`config.mk`:
```
export PLATFORM = sky130hd
export DESIGN_NAME = intr_ctrl
export DESIGN_NICKNAME = d
export VERILOG_FILES = /design/src/rtl/intr_ctrl.sv
export SDC_FILE = /design/constraint.sdc
export NUM_CORES = 1
export LEC_CHECK = 0
export BUFFER_PORTS_ARGS = -buffer_cell sky130_fd_sc_hd__buf_4
export CORE_MARGIN = 4
export CORE_UTILIZATION = 40
export CTS_CLUSTER_DIAMETER = 200
export DETAILED_ROUTE_END_ITERATION = 12
export PLACE_DENSITY_LB_ADDON = 0.2
export RECOVER_POWER = 100
export SETUP_SLACK_MARGIN = 0.4
export SLEW_MARGIN = 25
export SYNTH_ARGS = -nofsm -noshare
export SYNTH_HDL_FRONTEND = slang
export SYNTH_SLANG_ARGS = --single-unit
export TNS_END_PERCENT = 1
```
`constraint.sdc`:
```
create_clock -name clk -period 2.8 [get_ports clk]
set_input_delay 0.14 -clock clk [delete_from_list [all_inputs] [get_ports clk]]
set_output_delay 0.14 -clock clk [all_outputs]
set_load 0.01 [all_outputs]
```
`src/rtl/intr_ctrl.sv`:
```
// intr_ctrl: NR_SRC-line interrupt controller on the UIBI slave bus with fixed-priority claim/complete.
// Optional macro INTR_CTRL_LEVEL_EN: sources are level-sensitive instead of rising-edge captured.
module intr_ctrl #(
    parameter int NR_SRC = 4,
    parameter int XLEN   = 32
) (
    input  logic              clk,
    input  logic              rst,
    input  logic [NR_SRC-1:0] src_i,
    output logic              irq_o,
    input  logic              bus_req,
    input  logic              bus_wen,
    input  logic [XLEN-1:0]   bus_addr,
    input  logic [1:0]        bus_mode,
    input  logic [XLEN-1:0]   bus_dat_i,
    output logic [XLEN-1:0]   bus_dat_o,
    output logic              bus_ready
);
    localparam logic [1:0] MODE_WORD   = 2'b10;
    localparam logic [1:0] REG_PENDING = 2'd0;
    localparam logic [1:0] REG_ENABLE  = 2'd1;
    localparam logic [1:0] REG_CLAIM   = 2'd2;
    localparam logic [1:0] REG_STATUS  = 2'd3;

    typedef enum logic {
        ST_IDLE    = 1'b0,
        ST_SERVICE = 1'b1
    } state_t;

    state_t            state_r;
    state_t            state_next_s;
    logic [NR_SRC-1:0] pending_r;
    logic [NR_SRC-1:0] enable_r;
    logic [NR_SRC-1:0] src_d_r;
    logic [4:0]        in_service_id_r;
    logic              irq_r;
    logic [XLEN-1:0]   dat_r;

    logic              rd_s;
    logic              wr_s;
    logic [1:0]        sel_s;
    logic              any_s;
    logic [4:0]        win_id_s;
    logic [NR_SRC-1:0] win_mask_s;
    logic              claim_hit_s;
    logic              complete_hit_s;
    logic [NR_SRC-1:0] w1c_s;
    logic [NR_SRC-1:0] pending_next_s;
    logic [XLEN-1:0]   rdata_s;
    logic              unused_s;

    assign rd_s  = bus_req && !bus_wen && (bus_mode == MODE_WORD);
    assign wr_s  = bus_req && bus_wen && (bus_mode == MODE_WORD);
    assign sel_s = bus_addr[3:2];

    assign claim_hit_s    = rd_s && (sel_s == REG_CLAIM) && (state_r == ST_IDLE) && any_s;
    assign complete_hit_s = wr_s && (sel_s == REG_CLAIM) && (state_r == ST_SERVICE)
                            && (bus_dat_i[4:0] == in_service_id_r);
    assign w1c_s          = (wr_s && (sel_s == REG_PENDING)) ? bus_dat_i[NR_SRC-1:0] : '0;

    // Lowest-index enabled pending source wins the claim.
    always_comb begin
        any_s      = 1'b0;
        win_id_s   = 5'd0;
        win_mask_s = '0;
        for (int i = 0; i < NR_SRC; i++) begin
            if (!any_s && pending_r[i] && enable_r[i]) begin
                any_s         = 1'b1;
                win_id_s      = 5'(i + 1);
                win_mask_s[i] = 1'b1;
            end else begin
                any_s = any_s;
            end
        end
    end

`ifdef INTR_CTRL_LEVEL_EN
    // Level mode: pending simply mirrors the request lines.
    always_comb begin
        pending_next_s = src_i;
    end

    assign unused_s = ^{bus_addr, bus_dat_i, src_d_r, w1c_s, win_mask_s};
`else
    // Edge mode: a rise on the same cycle as a clear keeps the bit set.
    always_comb begin
        pending_next_s = (pending_r & ~(w1c_s | (claim_hit_s ? win_mask_s : '0)))
                         | (src_i & ~src_d_r);
    end

    assign unused_s = ^{bus_addr, bus_dat_i};
`endif

    // Claim/complete state transitions.
    always_comb begin
        case (state_r)
            ST_IDLE:    state_next_s = claim_hit_s ? ST_SERVICE : ST_IDLE;
            ST_SERVICE: state_next_s = complete_hit_s ? ST_IDLE : ST_SERVICE;
            default:    state_next_s = ST_IDLE;
        endcase
    end

    // Register read multiplexer; anything but a decoded word read returns zero.
    always_comb begin
        case (sel_s)
            REG_PENDING: rdata_s = XLEN'(pending_r);
            REG_ENABLE:  rdata_s = XLEN'(enable_r);
            REG_CLAIM:   rdata_s = claim_hit_s ? XLEN'(win_id_s) : '0;
            REG_STATUS:  rdata_s = XLEN'({in_service_id_r, state_r == ST_SERVICE});
            default:     rdata_s = '0;
        endcase
        if (!rd_s) begin
            rdata_s = '0;
        end else begin
            rdata_s = rdata_s;
        end
    end

    // All state and registered outputs; irq looks at the next state so claim/complete act in one cycle.
    always_ff @(posedge clk) begin
        if (!rst) begin
            state_r         <= ST_IDLE;
            pending_r       <= '0;
            enable_r        <= '0;
            src_d_r         <= '0;
            in_service_id_r <= 5'd0;
            irq_r           <= 1'b0;
            dat_r           <= '0;
        end else begin
            state_r   <= state_next_s;
            pending_r <= pending_next_s;
            src_d_r   <= src_i;
            dat_r     <= rdata_s;
            irq_r     <= (state_next_s == ST_IDLE) && (|(pending_r & enable_r));
            if (wr_s && (sel_s == REG_ENABLE)) begin
                enable_r <= bus_dat_i[NR_SRC-1:0];
            end else begin
                enable_r <= enable_r;
            end
            if (claim_hit_s) begin
                in_service_id_r <= win_id_s;
            end else if (complete_hit_s) begin
                in_service_id_r <= 5'd0;
            end else begin
                in_service_id_r <= in_service_id_r;
            end
        end
    end

    assign irq_o     = irq_r;
    assign bus_dat_o = dat_r;
    assign bus_ready = 1'b1;

endmodule

```
# After elaboration in Yosys (flattened, before gate mapping)
# Index checks and enable logic that the tools add are counted.
# word_totals
input_bits,74
latchBits,0
output_inout_bits,34
rom_bits,0
reg_bits,51
wordCells,69
memories,0
ram_bits,0
# classes
n_div,0
muxes,20
n_reduce_logical,28
n_addsub,0
n_bitwise,9
shift,0
order_cmp,0
eq_ne,5
multipliers,0
# ops
operator,count
32-bit case mux with 4 select lines,1
5-bit 2-to-1 mux,5
1-bit logical AND,20
4-bit bitwise AND,3
1-bit 2-to-1 mux,10
4-bit 2-to-1 mux,2
4-bit NOT,2
4-bit OR,2
"2-bit equality test, second input constant",3
5-bit equality test,1
1-bit logical NOT,4
4-bit OR reduction,1
"2-bit by 1-bit equality test with 1-bit output, second input constant",1
2-bit logical NOT,1
2-bit 2-to-1 mux,1
1-bit NOT,2
1-bit case mux with 2 select lines,1
2-bit AND reduction,1
2-bit nonzero test,1

# Logic depth before layout (Yosys ltp)
# logic_depth
word_depth,20
depth_mapped,6
mapped_depth_nobuf,5

# Worst setup path after synthesis
# OpenSTA, ideal clock, no wires.
# synth_timing
path_type,reg2reg
from,register state_r
to,register in_service_id_r[0]
required_ns,2.726
stages_incl_launch_ff,7
setup_slack_ns,1.625
synth_period_minus_slack_ns,1.175
arrival_time_ns,1.101
n_path_buf,1
setup_ns,0.074
path_cell_list,dfxtp_1 > nor2_1 > and3_1 > buf_4 > nand2_2 > and3b_1 > nor3_2
# synth_via
elab_chain_len,4
word_cells_on_any_way,7
classes_between,1 x mux; 1 x bitwise; 5 x reduce/logical
# synth_rtl
item,line_no,rtl
from (decl),30,state_t state_r;
from (signal assigned),130,state_r <= state_next_s;
1-bit NOT,56,assign claim_hit_s = rd_s && (sel_s == REG_CLAIM) && (state_r == ST_IDLE) && any_s;
1-bit logical AND (2 in series),56,
5-bit 2-to-1 mux or 2-bit nonzero test (tied branches),-,
to (signal assigned),141,in_service_id_r <= win_id_s;
to (signal assigned),145,in_service_id_r <= in_service_id_r;
to (decl),35,logic [4:0] in_service_id_r;
# Several ways; a longest one is shown, not always the timed one.
# A chain may end at the register's enable or synchronous reset.

# Final worst setup path
# Same ends and word-level chain as after synthesis.

==> results.sh <==
export IMPL_slew_viol_final=0
export IMPL_worstHoldStart="src_i[0]"
export IMPL_grt_usage=0.1251
export IMPL_period_needed_ps=1414
export IMPL_start_kind="register"
export IMPL_hpwl_um=1942
export IMPL_synth_compound_area_share=0.1288
export IMPL_worst_slack_ps=1386
export IMPL_netlist_instances=149
export IMPL_grt_pass1_vias=924
export IMPL_cts_buffers=3
export IMPL_clk_latency_ps=300
export IMPL_drc=0
export IMPL_antenna_found_initial=0
export IMPL_worstHoldEndpoint="src_d_r[0]"
export IMPL_n_antenna_cell=0
export IMPL_power_leakage_uw=0.0005231
export IMPL_fin_cells=199
export IMPL_synth_edf_count=0
export IMPL_ys_seq_elements=21
export IMPL_p_total_uw=528.3
export IMPL_netlist_area_um2=1195
export IMPL_num_rows=19
export IMPL_synth_ff_type="dfxtp_1"
export IMPL_critical_path_class="reg2reg"
export IMPL_gp_congestion=0.9205
export IMPL_endpoint_kind="register"
export IMPL_max_stage_delay_ps=370
export IMPL_die_area_um2=3926
export IMPL_min_path_cells=3
export IMPL_ant_nets=0
export IMPL_timing_fmax_ghz=0.7072
export IMPL_htreeDepth=1
export IMPL_grt_max_degree=17
export IMPL_holdWs_ps=30.96
export IMPL_r2r_end="in_service_id_r[0]"
export IMPL_p_seq_frac=0.594
export IMPL_netSwitchingFraction=0.2620
export IMPL_post_cts_buffers=0
export IMPL_synth_top_family_by_area="simple AND/OR/NAND/NOR gates"
export IMPL_drv_cap=0
export IMPL_drive_gt1_frac=0.1131
export IMPL_clock_root_buffer="clkbuf_4"
export IMPL_setup_violations=0
export IMPL_grt_pass1_wl_um=3953
export IMPL_path_cells="nor2_1 -> and3_1 -> nand2_1 -> and3b_1 -> nor3_1"
export IMPL_drt_wl_total_um=2450
export IMPL_synthAdderAreaFrac=0
export IMPL_clk_pin_slew_ps=110
export IMPL_routedWlPerCell_um=12.31
export IMPL_async_flop_share=0
export IMPL_yosysWarnings=0
export IMPL_initialDrtViolationCount=21
export IMPL_fp_dieW_um=62.66
export IMPL_irDropWorstVdd_mv=0.2091
export IMPL_overflow=0
export IMPL_core_um2=2805
export IMPL_synth_simple_area_share=0.2723
export IMPL_fin_crit_sh=0.5050
export IMPL_via_count=998
export IMPL_crit_fanout=6
export IMPL_io_buffers=21
export IMPL_combinationalPowerShare=0.138
export IMPL_synth_xor_area_share=0.02199
export IMPL_ctsHoldBuffers=0
export IMPL_dp_cells=195
export IMPL_final_hold_viol_count=0
export IMPL_p_switching_uw=138.4
export IMPL_synth_distinct_cells=35
export IMPL_clock_sinks=21
export IMPL_io_pins=108
export IMPL_power_density_nw_per_um2=423.5
export IMPL_via_per_inst=5.015
export IMPL_fin_nets=243
export IMPL_yosysSeqAreaShare=0.3518
export IMPL_initial_utilization=0.4260
export IMPL_dr_pass1_iters=6
export IMPL_pre_cts_slack_ps=1375
export IMPL_ff2ff_setup_slack_ps=1390
export IMPL_fin_tns_setup_ps=0
export IMPL_r2r_cells=5
export IMPL_rsz0062_at_grt="false"
export IMPL_required_ps=3030
export IMPL_cts_tree="done"
export IMPL_hold_class="in2reg"
export IMPL_chipHeight_um=62.66
export IMPL_area_growth_pct=4.398
export IMPL_synth_mux_area_frac=0.008377
export IMPL_fin_skew_ps=1.133
export IMPL_post_cts_resized=0
export IMPL_cts_buffer_depth=2
export IMPL_clockPowerShare=0.268
export IMPL_arrival_ps=1640
export IMPL_internal_power_uw=389.9
export IMPL_slowest_stage="dfxtp_1"
export IMPL_synth_avg_cell_area_um2=8.019
export IMPL_status="completed"
export IMPL_rr_startpoint="state_r"
[final cells by class]
type / count / area, um^2
well taps: 31 / 38.79
inverters: 4 / 15.01
flip-flops and latches: 21 / 420.4
clock buffers: 4 / 26.28
multi-input cells: 118 / 611.8
fillers: 299 / 1558
repair buffers: 21 / 135.1
[per-stage QoR]
| step | instance area, um^2 | utilization |
|---|---|---|
| floorplan | 1296 | - |
| global placement | 1256 | 0.4478 |
| detailed placement | 1256 | 0.4478 |
| CTS | 1282 | 0.4572 |
| global route | 1247 | 0.4447 |
| finish | 1247 | 0.4447 |
[kinds of logic (layout without fill, tap and decap cells)]
kind of cell              count (synthesis)  count (layout)
xor gates and xnor gates                  3               3
other                                     2              29
muxes                                     1               1
DFF                                      21              21
buffers and inverters                    37              29
AOI/OAI and AO/OA                        25              25
and+or+nand+nor                          60              60
[per-layer routing]
layer,track usage,up-vias,routed length (um)
met2,0.1971,44,1142
li1,-,494,-
met1,0.1535,455,1073
met3,0.02518,5,187
met5,0,-,0
met4,0.08264,0,47
[worst max path at each step]
| stage | start | endpoint | depth (start not counted) |
|---|---|---|---|
| finish | state_r | in_service_id_r[0] | 5 |
| global route | state_r | in_service_id_r[0] | 5 |
| CTS | state_r | in_service_id_r[0] | 5 |
| detailed placement | bus_mode[0] | pending_r[2] | 6 |
| global placement | bus_mode[0] | in_service_id_r[0] | 6 |
| floorplan | state_r | in_service_id_r[0] | 6 |
[power by group through the flow]
stage	Sequential, uW	Clock (uW)	Combinational, uW
floorplan	319	0	75.1
global placement	321	0	71.6
detailed placement	321	0	72.6
CTS	314	148	72.8
global route	315	160	80.0
finish	314	142	72.8
[flip-flops by register name, summed over array words and instances (netlist names)]
signal,cells
src_d_r,4
state_r,1
pending_r,4
bus_dat_o,4
in_service_id_r,3
enable_r,4
irq_o,1
[cell usage after synthesis, types with 3 or more instances]
master | count | area [um^2]
inv_1 | 3 | 11.26
a21oi_1 | 9 | 45.04
nand2_1 | 20 | 75.07
xnor2_1 | 3 | 26.28
o21ai_0 | 5 | 25.02
nor3_1 | 6 | 30.03
nand3_1 | 8 | 40.04
dfxtp_1 | 21 | 420.4
nor2_1 | 8 | 30.03
buf_4 | 30 | 225.2
[critical path: cells and delay by family, from the launching register on]
kind | cells | cell delay, ps
simple gates | 5 | 970
flops | 1 | 370
[placed cells by master (no fill, tap or decap)]
| cell type | synthesis | layout |
|---|---|---|
| a21oi_1 | 9 | 9 |
| buf_4 | 30 | 15 |
| a31oi_1 | 2 | 2 |
| a211oi_1 | 1 | 1 |
| nand3_1 | 8 | 8 |
| xnor2_1 | 3 | 3 |
| nor3_1 | 6 | 8 |
| a32oi_1 | 2 | 2 |
| nand4b_2 | 1 | 1 |
| o21a_1 | 1 | 1 |
| nor2_1 | 8 | 8 |
| and4_1 | 2 | 2 |
| o22ai_1 | 1 | 1 |
| and3_1 | 2 | 2 |
| and3b_1 | 1 | 1 |
| nand3b_1 | 2 | 2 |
| nand4bb_1 | 1 | 1 |
| nand2_1 | 20 | 21 |
| o21ai_0 | 5 | 5 |
| a311oi_1 | 1 | 1 |
| clkbuf_4 | 0 | 3 |
| conb_1 | 2 | 29 |
| dfxtp_1 | 21 | 21 |
| a22oi_1 | 2 | 2 |
| inv_1 | 3 | 3 |
| and2_1 | 2 | 2 |
| and4bb_1 | 1 | 1 |
| mux2i_1 | 1 | 1 |
| o2bb2ai_1 | 1 | 1 |
| clkbuf_1 | 2 | 7 |
| clkinv_1 | 1 | 1 |
| nand2b_1 | 2 | 2 |
| nand4_1 | 1 | 1 |
Note: power is estimated with default switching activity, not from simulation.
